===== config.mk =====
export PLATFORM = sky130hd
export DESIGN_NAME = window_buffer_kxk
export DESIGN_NICKNAME = d
export VERILOG_FILES = /design/src/rtl/window_buffer_kxk.sv
export SDC_FILE = /design/constraint.sdc
export NUM_CORES = 1
export LEC_CHECK = 0
export BUFFER_PORTS_ARGS = -buffer_cell sky130_fd_sc_hd__clkbuf_2
export CORE_MARGIN = 4
export CORE_UTILIZATION = 57
export CTS_BUF_LIST = sky130_fd_sc_hd__clkbuf_4 sky130_fd_sc_hd__clkbuf_8 sky130_fd_sc_hd__clkbuf_16
export CTS_CLUSTER_DIAMETER = 100
export CTS_CLUSTER_SIZE = 40
export DETAILED_ROUTE_END_ITERATION = 10
export PLACE_DENSITY = 0.87
export SYNTH_ARGS = -nofsm -noshare
export SYNTH_HDL_FRONTEND = slang
export SYNTH_SLANG_ARGS = --single-unit

===== constraint.sdc =====
create_clock -name clk -period 4.45 [get_ports clk]
set_input_delay 0.2225 -clock clk [delete_from_list [all_inputs] [get_ports clk]]
set_output_delay 0.2225 -clock clk [all_outputs]
set_load 0.005 [all_outputs]

===== src/rtl/window_buffer_kxk.sv =====
// KxK sliding-window register array fed one column per accepted valid_i, with a
// row/column sequencer that flags complete windows and the last window of a frame.
module window_buffer_kxk #(
  parameter int K    = 3,
  parameter int DW   = 8,
  parameter int COLS = 640,
  parameter int ROWS = 480
) (
  input  logic              clk,
  input  logic              rst,
  input  logic              clear_i,
  input  logic              valid_i,
  input  logic [K*DW-1:0]   rows_i,
  output logic [K*K*DW-1:0] win_o,
  output logic              valid_o,
  output logic              frame_done_o,
  output logic              busy_o
);

  localparam int CW = (COLS > 1) ? $clog2(COLS) : 1;
  localparam int RW = $clog2(ROWS - K + 1) + 1;
  localparam logic [CW-1:0] COL_LAST     = CW'(COLS - 1);
  localparam logic [CW-1:0] COL_FILL_END = CW'(K - 2);
  localparam logic [RW-1:0] ROW_LAST     = RW'(ROWS - K);

  typedef enum logic [1:0] {
    S_IDLE = 2'd0,
    S_FILL = 2'd1,
    S_RUN  = 2'd2
  } state_t;

  generate
    if (K < 3 || K > 11 || (K % 2) == 0) begin : g_bad_k
      $error("window_buffer_kxk: K must be odd and in 3..11");
    end
    if (COLS < K || ROWS < K) begin : g_bad_dims
      $error("window_buffer_kxk: COLS and ROWS must be >= K");
    end
  endgenerate

  state_t            state;
  logic [CW-1:0]     col_cnt;
  logic [RW-1:0]     row_cnt;
  logic [K*K*DW-1:0] win_p1;
  logic              vld_p1;
  logic              done_p1;
  logic              busy_p1;
  logic              accept;
  logic              col_wrap;
  logic              row_wrap;

  assign accept   = valid_i && !clear_i;
  assign col_wrap = (col_cnt == COL_LAST);
  assign row_wrap = (row_cnt == ROW_LAST);

  // Stage p1: window shift register; oldest column at c=0, newest enters at c=K-1
  always_ff @(posedge clk or negedge rst) begin
    if (!rst) begin
      win_p1 <= '0;
    end else if (accept) begin
      for (int r = 0; r < K; r++) begin
        for (int c = 0; c < K - 1; c++) begin
          win_p1[(r*K + c)*DW +: DW] <= win_p1[(r*K + c + 1)*DW +: DW];
        end
        win_p1[(r*K + K - 1)*DW +: DW] <= rows_i[r*DW +: DW];
      end
    end
  end

  // Stage p1: sequencer; flags are registered alongside the window they describe
  always_ff @(posedge clk or negedge rst) begin
    if (!rst) begin
      state   <= S_IDLE;
      col_cnt <= '0;
      row_cnt <= '0;
      vld_p1  <= 1'b0;
      done_p1 <= 1'b0;
      busy_p1 <= 1'b0;
    end else if (clear_i) begin
      state   <= S_IDLE;
      col_cnt <= '0;
      row_cnt <= '0;
      vld_p1  <= 1'b0;
      done_p1 <= 1'b0;
      busy_p1 <= 1'b0;
    end else begin
      vld_p1  <= 1'b0;
      done_p1 <= 1'b0;
      if (valid_i) begin
        col_cnt <= col_wrap ? '0 : col_cnt + 1'b1;
        if (col_wrap) begin
          row_cnt <= row_wrap ? '0 : row_cnt + 1'b1;
        end
        case (state)
          S_IDLE: begin
            state   <= S_FILL;
            busy_p1 <= 1'b1;
          end
          S_FILL: begin
            if (col_cnt == COL_FILL_END) begin
              state <= S_RUN;
            end
          end
          S_RUN: begin
            vld_p1 <= 1'b1;
            if (col_wrap) begin
              if (row_wrap) begin
                state   <= S_IDLE;
                busy_p1 <= 1'b0;
                done_p1 <= 1'b1;
              end else begin
                state <= S_FILL;
              end
            end
          end
          default: begin
            state   <= S_IDLE;
            busy_p1 <= 1'b0;
          end
        endcase
      end
    end
  end

  assign win_o        = win_p1;
  assign valid_o      = vld_p1;
  assign frame_done_o = done_p1;
  assign busy_o       = busy_p1;

endmodule

* Word-level counts from Yosys, hierarchy flattened
Cells that the tools add are included.
** Cells by class
- Reductions and logical operators :: 8
- Multiplexer cells :: 26
- Equality and inequality tests :: 9
- Add/subtract/negate cells :: 2
** Operators with widths (number)
- $mux 10 :: 7
- $add 10x1->10 const B :: 2
- $mux 1 :: 13
- $eq 10x1->1 const B :: 1
- $eq 10x10->1 const B :: 1
- $eq 10x9->1 const B :: 1
- $ne 3x3->1 const B :: 3
- $mux 2 :: 4
- $pmux 2 s3 :: 1
- $reduce_and 4->1 :: 1
- $reduce_bool 2->1 :: 2
- $pmux 1 s3 :: 1
- $reduce_and 3->1 :: 1
- $eq 2x1->1 const B :: 1
- $eq 2x2->1 const B :: 1
- $logic_not 2->1 :: 1
- $ne 2x2->1 const B :: 1
- $reduce_and 2->1 :: 1
- $logic_and 1x1->1 :: 1
- $logic_not 1->1 :: 1
** Word-level totals
- Input port bits :: 28
- Flip-flop bits (word level) :: 97

* Depth between registers and ports, before layout
Gate-level depths: netlist of run 1.
- Depth in word-level cells :: 6
- Gate-level depth with buffers :: 7

* Least setup slack after synthesis of run 1
Ideal clock, no wire load.
- Kind :: reg2reg
- Start point :: register col_cnt[0]
- End point :: register row_cnt[6]
- Buffers on the path :: 1
- Library setup time :: 77 ps
- Data required time :: 4373 ps
- Period minus slack after synthesis :: 1857 ps
- Path slack :: 2593 ps
- Arrival time :: 1780 ps
- Cell stages (with the launch flop) :: 7
- Cell sequence :: dfrtp_1 ha_1 nand4_1 o31a_1 buf_6 or4_1 a21oi_1
** On the way
- Word-level cells in the longest chain between the ends :: 3
** RTL lines
- start, declared :: line 42 : logic [CW-1:0] col_cnt;
- start signal, assigned :: line 90 : col_cnt <= col_wrap ? '0 : col_cnt + 1'b1;
- $eq 10x10->1 :: line 53 : assign col_wrap = (col_cnt == COL_LAST);
- $reduce_bool 2->1 (no source line)
- $reduce_and 2->1 (no source line)
- end signal, assigned :: line 92 : row_cnt <= row_wrap ? '0 : row_cnt + 1'b1;
- end, declared :: line 43 : logic [RW-1:0] row_cnt;
Every way passes these cells.
A chain may end at the register's enable or synchronous reset.

* Worst setup path after layout of run 1
- Start point :: register col_cnt[0]
- End point :: register row_cnt[3]
The elaborated chain is that of the path after synthesis.

==> results of run 1 <==
-- per-stage QoR --
| step | utilization [%] | worst slack, ps | instance area [µm²] | hold WS (ps) |
|---|---|---|---|---|
| 6_report | 70.9 | 2260 | 4870 | 39.8 |
| 3_3_place_gp | 67.8 | 2490 | 4660 | 219 |
| 4_1_cts | 70.9 | 2320 | 4870 | 32.8 |
| 2_1_floorplan | - | 2590 | 4100 | -73.1 |
| 3_5_place_dp | 67.8 | 2350 | 4660 | 222 |
| 5_1_grt | 70.9 | 2160 | 4870 | 35.7 |
-- path summary, 6_finish.rpt --
check	cells past startpoint	end	slack [ps]
setup / recovery	5	row_cnt[3]	2260
hold / removal	3	win_o[20]	40
setup reg to reg	5	row_cnt[3]	2260
hold reg to reg	2	win_o[1]	480
max in group asynchronous	3	win_o[55]	3020
min in group asynchronous	2	row_cnt[2]	360
-- metal layers --
layer  vias to the layer above  routed length (µm)  global-route usage [%]
li1                       1668                   -                       -
met1                      1643                3810                    28.4
met2                       116                4480                    35.3
met3                        15                 557                    4.55
met4                         0                 148                    9.16
met5                         -                   0                       0
-- layout make-up --
type,count,area (µm²)
inverter,6,22.5
multi-input combinational,330,1550
sequential,97,2430
tap,96,120
fill,514,2000
timing repair buffer,106,546
clock inverter,6,66.3
clock buffer,10,131
-- registers in the layout, indices dropped and copies added (netlist names) --
register / flops
valid_o: 1
state: 2
row_cnt: 10
col_cnt: 10
frame_done_o: 1
win_o: 72
busy_o: 1
-- power by group through the flow --
stage	combinational [µW]	clock, µW	sequential [µW]
after floorplan	116	0	1080
after global placement	277	0	1080
after detailed placement	288	0	1090
after CTS	291	581	1070
after global routing	324	615	1080
final	284	573	1070
-- what timing repair did --
item                                   in CTS  in global routing
hold buffers                                1                  0
endpoints found under the hold margin      39                  0
setup buffers                               0                  0
-- worst reg2reg max path: cells and delay by family, from the launching register on --
family / cells / cell delay, ps
flops: 1 / 420
simple gates: 1 / 180
compound gates: 3 / 1250
fa+ha+maj: 1 / 250
-- kinds of logic after synthesis --
family	after synthesis	share of synthesized area, %
AND/OR/NAND/NOR	280	28.6
flip-flops	97	59.3
AO/OA/AOI/OAI	39	6.35
buffers and inverters	29	3.05
XOR/XNOR	7	1.50
adder cells (fa/ha/maj)	4	1.22
-- cells in the final DEF, fill, tap and decap left out, types with 2 or more instances in the layout --
cell type,instances
clkbuf_8,9
a21o_1,2
nand2_1,227
xnor2_1,2
clkbuf_2,101
nand3b_1,2
nor3_1,2
a31oi_1,2
or3_1,3
nor2_1,11
nand3_1,4
xor2_1,5
and4_1,3
clkinv_4,2
ha_1,4
nand4_1,7
a21oi_1,11
clkinv_2,2
buf_4,4
and3_1,5
o31ai_1,6
o21ai_0,8
inv_1,6
dfrtp_1,97
or4_1,6
==> metrics.cfg, run 1 <==
[pwr]
ir_worst_vdd_uv=236
power.share.clock_pct=29.8
swShare_pct=28.3
leakagePower_uw=0.00268
p_per_area_mw_per_mm2=396
p_switching_uw=544
p_total_uw=1930
power_frac_comb_pct=14.7
cellInternalPower_uw=1380
seqPwrFrac_pct=55.5

[job]
cap_viol_max_count=0

[timing]
setup_viol=0
grt_setup_unrepaired=false
worst_slew_pin_slew_ps=967
finalHoldViolations=0
tns_ps=0
fin_skew_ps=11.1
fmaxAchievable_mhz=456
fin_crit_ps=2190
slew-limit-headroom_pct=35.0
finalCritPeriodShare_pct=49.3
slew_viol_final=0

[setup_path]
critPathTopFamily=compound AO/OA/AOI/OAI gates
critPathMaxFanout=8
crit_start=col_cnt[0]
cp_common_cell=o31ai_1
critical_path.slowest_cell=o31ai_1
cp_cell_sequence=ha_1 > nand4_1 > o31ai_1 > o31ai_1 > a21o_1
cp.required_ps=4700
critPathMaxStageDelay_ps=850
crit_path_start_kind=flop
critPathCaptureType=flop
path_buf_inv=0
crit_arrival_ps=2450
crit_type=flop to flop
rr_startpoint=col_cnt[0]

[clock_tree]
ctsRootBufferMaster=clkbuf_8
cts_buffers=9
post_cts_resized=0
cts.sinks=97
path_clk_slew_ps=100
clk_latency_ps=370
clk_path_buf_depth=2
htreeDepth=3
cts_tree=done

[routing]
vias=3442
ant_nets=0
drt_pass1_iterations=4
via_per_inst=5.29
drtIter0Drc=203
drc_errors=0
wire_per_inst_um=13.8
wirelength_um=9000

[floorplan]
die_h_um=92.8
coreArea_mm2=0.00687
io_pins=103
rows=30
dieArea_mm2=0.00861
die_w_um=92.8
initial_core_util_pct=59.6

[synthesis]
synth_ff_type=dfrtp_1
seq_area_frac_synth_pct=59.3
syn_inst=456
synth_seq_cells=97
synth_warnings=0
synth-edff-count=0
synth_top_area_share_pct=59.3
synth_area_mm2=0.00410
synth_cell_types=42
async_flop_share_pct=100
syn-num-nets=488
ys_top_cells_by_count=nand2_1, dfrtp_1, clkbuf_1
syn_area_per_cell_um2=8.98
synth_largest_area_cell=dfrtp_1
synth.most_common_cell=nand2_1
synth_area_leaders=dfrtp_1, nand2_1, clkbuf_1

[place]
place_congestion=0.887
dp_hpwl_um=6170
port_buffers=102
placed_cells=634

[layout]
antenna_cells=0
area_growth_pct=18.8
post_route_cells_drive_above_1_share_pct=22.3
layout.nets=582
stdcell_count=651

[global_routing]
grt-ovfl-total=0
grt_start_max_net_pins=59
grt_use_total_pct=21.7
grt_pass1_wl_um=15100
grt_pass1_vias=3297
grt_antenna_before_repair=0

[run_status]
status=completed

[min_path]
holdCritStartpoint=rows_i[4]
worstHoldPathType=primary input to flop

(Power assumes the default switching activity.)
==> run 2: changes to the inputs <==
ABC_AREA = 1   (was unset)
CORE_UTILIZATION = 48   (was 57)
PLACE_DENSITY = 0.78   (was 0.87)
clock period = 1.9 ns   (was 4.45 ns; I/O delays follow)
==> run 2 against run 1 <==
Compared with the run above: clock power grew 130%; critical path depth grew 2; design area up 6.4%; fmax rose by 38%; largest cell class unchanged; synthesized area grew 0.89%; clock skew shrank 0.70 ps; non-clock buffer count increased by 23; global-route usage is 3.5 points lower; setup slack worse by 2000 ps; routed wire length down 0.92%; critical path type unchanged.
==> metrics.cfg, run 2 <==
[timing]
finalCritPeriodShare_pct=83.9
hold-worst-slack_ps=7.42
worst_slew_pin_slew_ps=434
slew_viol_final=0
setup_ws_ps=306
fmaxAchievable_mhz=627
tns_ps=0
grt_setup_unrepaired=false
setup_viol=0
fin_skew_ps=10.4
slew-limit-headroom_pct=71.1
fin_crit_ps=1590
finalHoldViolations=0

[floorplan]
rows=33
initial_core_util_pct=49.8
die_w_um=101
die_h_um=101
dieArea_mm2=0.0102
io_pins=103
coreArea_mm2=0.00830

[synthesis]
synth.most_common_cell=dfrtp_1
seq_area_frac_synth_pct=58.7
synth_area_leaders=dfrtp_1, mux2_2, nand2_1
synth_seq_cells=97
syn_area_per_cell_um2=9.68
syn_inst=427
synth-edff-count=0
ys_top_cells_by_count=dfrtp_1, nand2_1, inv_1
async_flop_share_pct=100
synth_largest_area_cell=dfrtp_1
synth_top_area_share_pct=58.7
syn-num-nets=459
synth_area_mm2=0.00413
synth_ff_type=dfrtp_1
synth_warnings=0
synth_cell_types=32

[place]
dp_hpwl_um=6280
place_congestion=0.812
port_buffers=102
dp_slack_ps=339

[clock_tree]
cts_tree=done
htreeDepth=3
post_cts_resized=0
clk_latency_ps=360
clk_path_buf_depth=2
postCtsSetupBuffers=0
cts.sinks=97
ctsRootBufferMaster=clkbuf_8
cts_buffers=9
postCtsHoldBufs=23
path_clk_slew_ps=100

[setup_path]
critPathCaptureType=flop
rr_endpoint=row_cnt[2]
crit_type=flop to flop
critPathMaxFanout=9
path_buf_inv=0
critPathMaxStageDelay_ps=390
critPathTopFamily=compound AO/OA/AOI/OAI gates
reg2reg_setup_slack_ps=310
cp_cell_sequence=ha_1 > nand3_2 > nor2_4 > nand2_2 > o21ai_4 > o21ai_1 > o21a_1
crit_path_start_kind=flop
cp.required_ps=2160
critical_path.slowest_cell=dfrtp_1
rr_startpoint=col_cnt[0]
crit_arrival_ps=1860
rr_worst_depth=7

[routing]
drt_pass1_iterations=4
wire_per_inst_um=13.5
via_per_inst=4.96
drc_errors=0
wirelength_um=8920
ant_nets=0
drtIter0Drc=164
vias=3282

[pwr]
power_frac_comb_pct=20.3
swShare_pct=29.3
leakagePower_uw=0.00267
cellInternalPower_uw=3460
seqPwrFrac_pct=53.4
p_switching_uw=1440
ir_worst_vdd_uv=459
power.share.clock_pct=26.2
p_per_area_mw_per_mm2=946

[global_routing]
grt_start_max_net_pins=88
grt_pass1_wl_um=14700
grt_antenna_before_repair=0
grt_pass1_vias=3205
grt-ovfl-total=0
grt_use_total_pct=18.3

[layout]
final_cell_mix=clkbuf_2, dfrtp_1, nand2_1
area_growth_pct=25.3
final_common_cell=clkbuf_2
largest_reg_flops=72
post_route_cells_drive_above_1_share_pct=28.7
antenna_cells=0
layout.nets=584
utilization_pct=62.4

[min_path]
hold_depth=3
worstHoldPathType=primary input to flop
holdCritStartpoint=rows_i[17]
min_to=win_o[65]

[job]
cap_viol_max_count=0

[run_status]
status=completed

run 2: changes by cell type after synthesis, sizes merged, moves of 10 or more:
cell    before  now
a21oi       11   31
o21ai        8   40
nand2      227   73
inv          6   53
clkbuf      17    1
nand3        4   14
mux2         0   24
nor2        12   54
run 2: power by group through the flow:
| stage | Sequential (µW) | Clock (µW) | Combinational, µW |
|---|---|---|---|
| after floorplan | 2650 | 0 | 457 |
| after global placement | 2630 | 0 | 932 |
| after detailed placement | 2660 | 0 | 972 |
| after CTS | 2610 | 1320 | 1010 |
| after global routing | 2670 | 1410 | 1130 |
| final | 2620 | 1290 | 996 |
run 2: how the worst max path moves through the flow:
stage	startpoint	endpoint	slack [ps]	cells after the start
floorplan	col_cnt[0]	row_cnt[3]	510	9
global placement	col_cnt[0]	row_cnt[2]	410	7
detailed placement	col_cnt[0]	row_cnt[2]	340	7
CTS	row_cnt[1]	busy_o	330	9
global route	row_cnt[1]	busy_o	150	9
finish	col_cnt[0]	row_cnt[2]	310	7
run 2: kinds of logic (layout without fill, tap and decap cells):
family | Yosys count | count (layout) | synth area share [%]
and+or+nand+nor | 156 | 156 | 16.2
AOI/OAI and AO/OA | 75 | 75 | 9.81
buffers and inverters | 68 | 198 | 6.87
muxes | 24 | 24 | 6.54
DFF | 97 | 97 | 58.7
adders and majority gates | 4 | 4 | 1.21
xor gates and xnor gates | 3 | 3 | 0.636
run 2: layout make-up:
type	instances	area [µm²]
sequential	97	2430
fill	662	3120
clock inverter	4	33.8
clock buffer	12	159
timing repair buffer	129	798
tap	105	131
inverter	53	199
multi-input combinational	262	1430
run 2: metal layers:
metal	GRT usage, %	up-vias	wire length, µm
met5	0	-	0
met4	6.22	0	161
met3	4.08	16	634
met2	30.5	111	4210
met1	23.5	1532	3910
li1	-	1623	-
run 2: worst reg2reg max path, stage by stage, from the launching register on:
cell     delay [ps]
dfrtp_1         390
ha_1            220
nand3_2         120
nor2_4          130
nand2_2         110
o21ai_4         300
o21ai_1         110
o21a_1          110
run 2: stage by stage:
step	instance area, µm²	power, µW	std cells
5_1_grt	5180	5210	662
4_1_cts	5180	4950	662
2_1_floorplan	4130	3110	427
3_3_place_gp	4750	3570	623
3_5_place_dp	4750	3630	623
6_report	5180	4900	662
==> run 3: changes to the inputs <==
clock period = 1.3 ns   (was 1.9 ns; I/O delays follow)
==> run 3 against run 2 <==
Compared with the run above: the run now ends with negative setup slack left; core utilization up 5.8 points; combinational power up 75%; non-clock buffer count up 37; setup slack worse by 440 ps; power up 56%; first-iteration DRC count down 7.3%; critical path type unchanged; critical endpoint is now row_cnt[1]; largest cell class unchanged.
==> metrics.cfg, run 3 (same netlist as run 2, synthesis figures left out) <==
[run_status]
status=complete, but fails checks
violations=negative setup slack

[clock_tree]
cts_tree=done
cts_buffers=9
cts.sinks=97
path_clk_slew_ps=100
htreeDepth=3
clk_path_buf_depth=2
clk_latency_ps=370
ctsRootBufferMaster=clkbuf_8

[layout]
utilization_pct=68.2
final_common_cell=clkbuf_2
stdcell_count=699
multiInputGateArea_mm2=0.00158
fillerInstances=620
seq_area_mm2=0.00243
area_growth_pct=37.0
antenna_cells=0
fin_area_mm2=0.00566
final_cell_mix=clkbuf_2, dfrtp_1, nand2_1
largest_reg_flops=72
layout.nets=621
post_route_cells_drive_above_1_share_pct=37.0

[floorplan]
coreArea_mm2=0.00830
die_h_um=101
dieArea_mm2=0.0102
io_pins=103
initial_core_util_pct=49.8
die_w_um=101
rows=33

[routing]
drt_pass1_iterations=4
drc_errors=0
drtIter0Drc=152
ant_nets=0
via_per_inst=4.96
wire_per_inst_um=13.7
wirelength_um=9610
vias=3465

[pwr]
p_per_area_mw_per_mm2=1350
power.share.clock_pct=26.8
ir_worst_vdd_uv=684
swShare_pct=30.2
power_frac_comb_pct=22.8
cellInternalPower_uw=5320
seqPwrFrac_pct=50.4
p_switching_uw=2300
leakagePower_uw=0.00290

[setup_path]
critPathMaxFanout=6
critPathCaptureType=flop
crit_path_start_kind=flop
crit_arrival_ps=1690
cp.required_ps=1550
crit_type=flop to flop

[place]
dp_slack_ps=-164
place_area_mm2=0.00498
placed_cells=649
port_buffers=102
dp_hpwl_um=6660
place_congestion=0.892

[global_routing]
gr-usage-met3_pct=3.67
grt_pass1_vias=3544
grt_start_max_net_pins=56
grt_pass1_wl_um=15900
grt-ovfl-total=0
grt_antenna_before_repair=0
met1_usage_pct=25.4
met2_usage_pct=31.8
busiest_layer=met2
grt_use_total_pct=19.5

[min_path]
worstHoldPathType=primary input to flop

[timing]
slew_viol_final=0
fin_crit_ps=1440
fmaxAchievable_mhz=695
worst_slew_pin_slew_ps=425
finalHoldViolations=0
setup_viol=24
slew-limit-headroom_pct=71.7
finalCritPeriodShare_pct=111
setup_ws_ps=-138
grt_setup_unrepaired=true
fin_skew_ps=11.3
hold-worst-slack_ps=44.7

[job]
cap_viol_max_count=0

[run 3: changes by cell type in the layout (fill, tap and decap cells not counted), sizes merged]
cell / change
buf: +35
bufinv: +1
clkbuf: -3
dlygate4sd3: +2
inv: +2
[run 3: cell type report]
type,count,area share [%]
repair buffers,166,19.7
multi-input cells,262,27.9
inverters,53,3.51
flip-flops and latches,97,42.9
clock inverters,7,1.48
clock buffers,9,2.19
well taps,105,2.32
[run 3: per-layer routing]
layer | vias to the layer above | wire length [µm]
met5 | - | 0
met4 | 0 | 229
met3 | 19 | 614
met2 | 100 | 4550
met1 | 1644 | 4210
li1 | 1702 | -
[run 3: timing repair]
item,4_1_cts,5_1_grt
hold buffers,25,0
hold endpoints to repair,67,0
setup buffers,6,3
resized for setup,22,21
setup endpoints to repair,24,24
pin swaps,5,8
[run 3: metrics by stage]
| step | total power, µW | TNS, ps |
|---|---|---|
| final | 7620 | -1840 |
| after global placement | 5310 | -858 |
| after CTS | 7590 | -1800 |
| after detailed placement | 5400 | -1900 |
| after floorplan | 4550 | -676 |
| after global routing | 8090 | -3970 |
[run 3: power by group through the flow]
stage	clock (µW)	sequential (µW)	combinational, µW
2_1_floorplan	0	3880	671
4_1_cts	2100	3830	1650
5_1_grt	2220	3910	1960
3_3_place_gp	0	3860	1450
6_report	2040	3840	1740
3_5_place_dp	0	3890	1510
[run 3: path summary, 6_finish.rpt]
kind                                  from    endpoint  slack (ps)  cells past startpoint
worst min-delay path               clear_i      busy_o          40                      4
worst max-delay path            col_cnt[0]  row_cnt[1]        -140                      7
worst min register to register   win_o[55]   win_o[55]         510                      2
min in group asynchronous              rst   win_o[52]         160                      2
worst max register to register  col_cnt[0]  row_cnt[1]        -140                      7
max in group asynchronous              rst   win_o[31]         570                      3
[run 3: worst max-delay path, cell delays in order, from the launching register on]
cell	delay [ps]
dfrtp_1	360
ha_2	210
nand3_4	90
nor2_4	120
nand2_4	90
o21ai_4	230
buf_4	160
o22ai_2	70
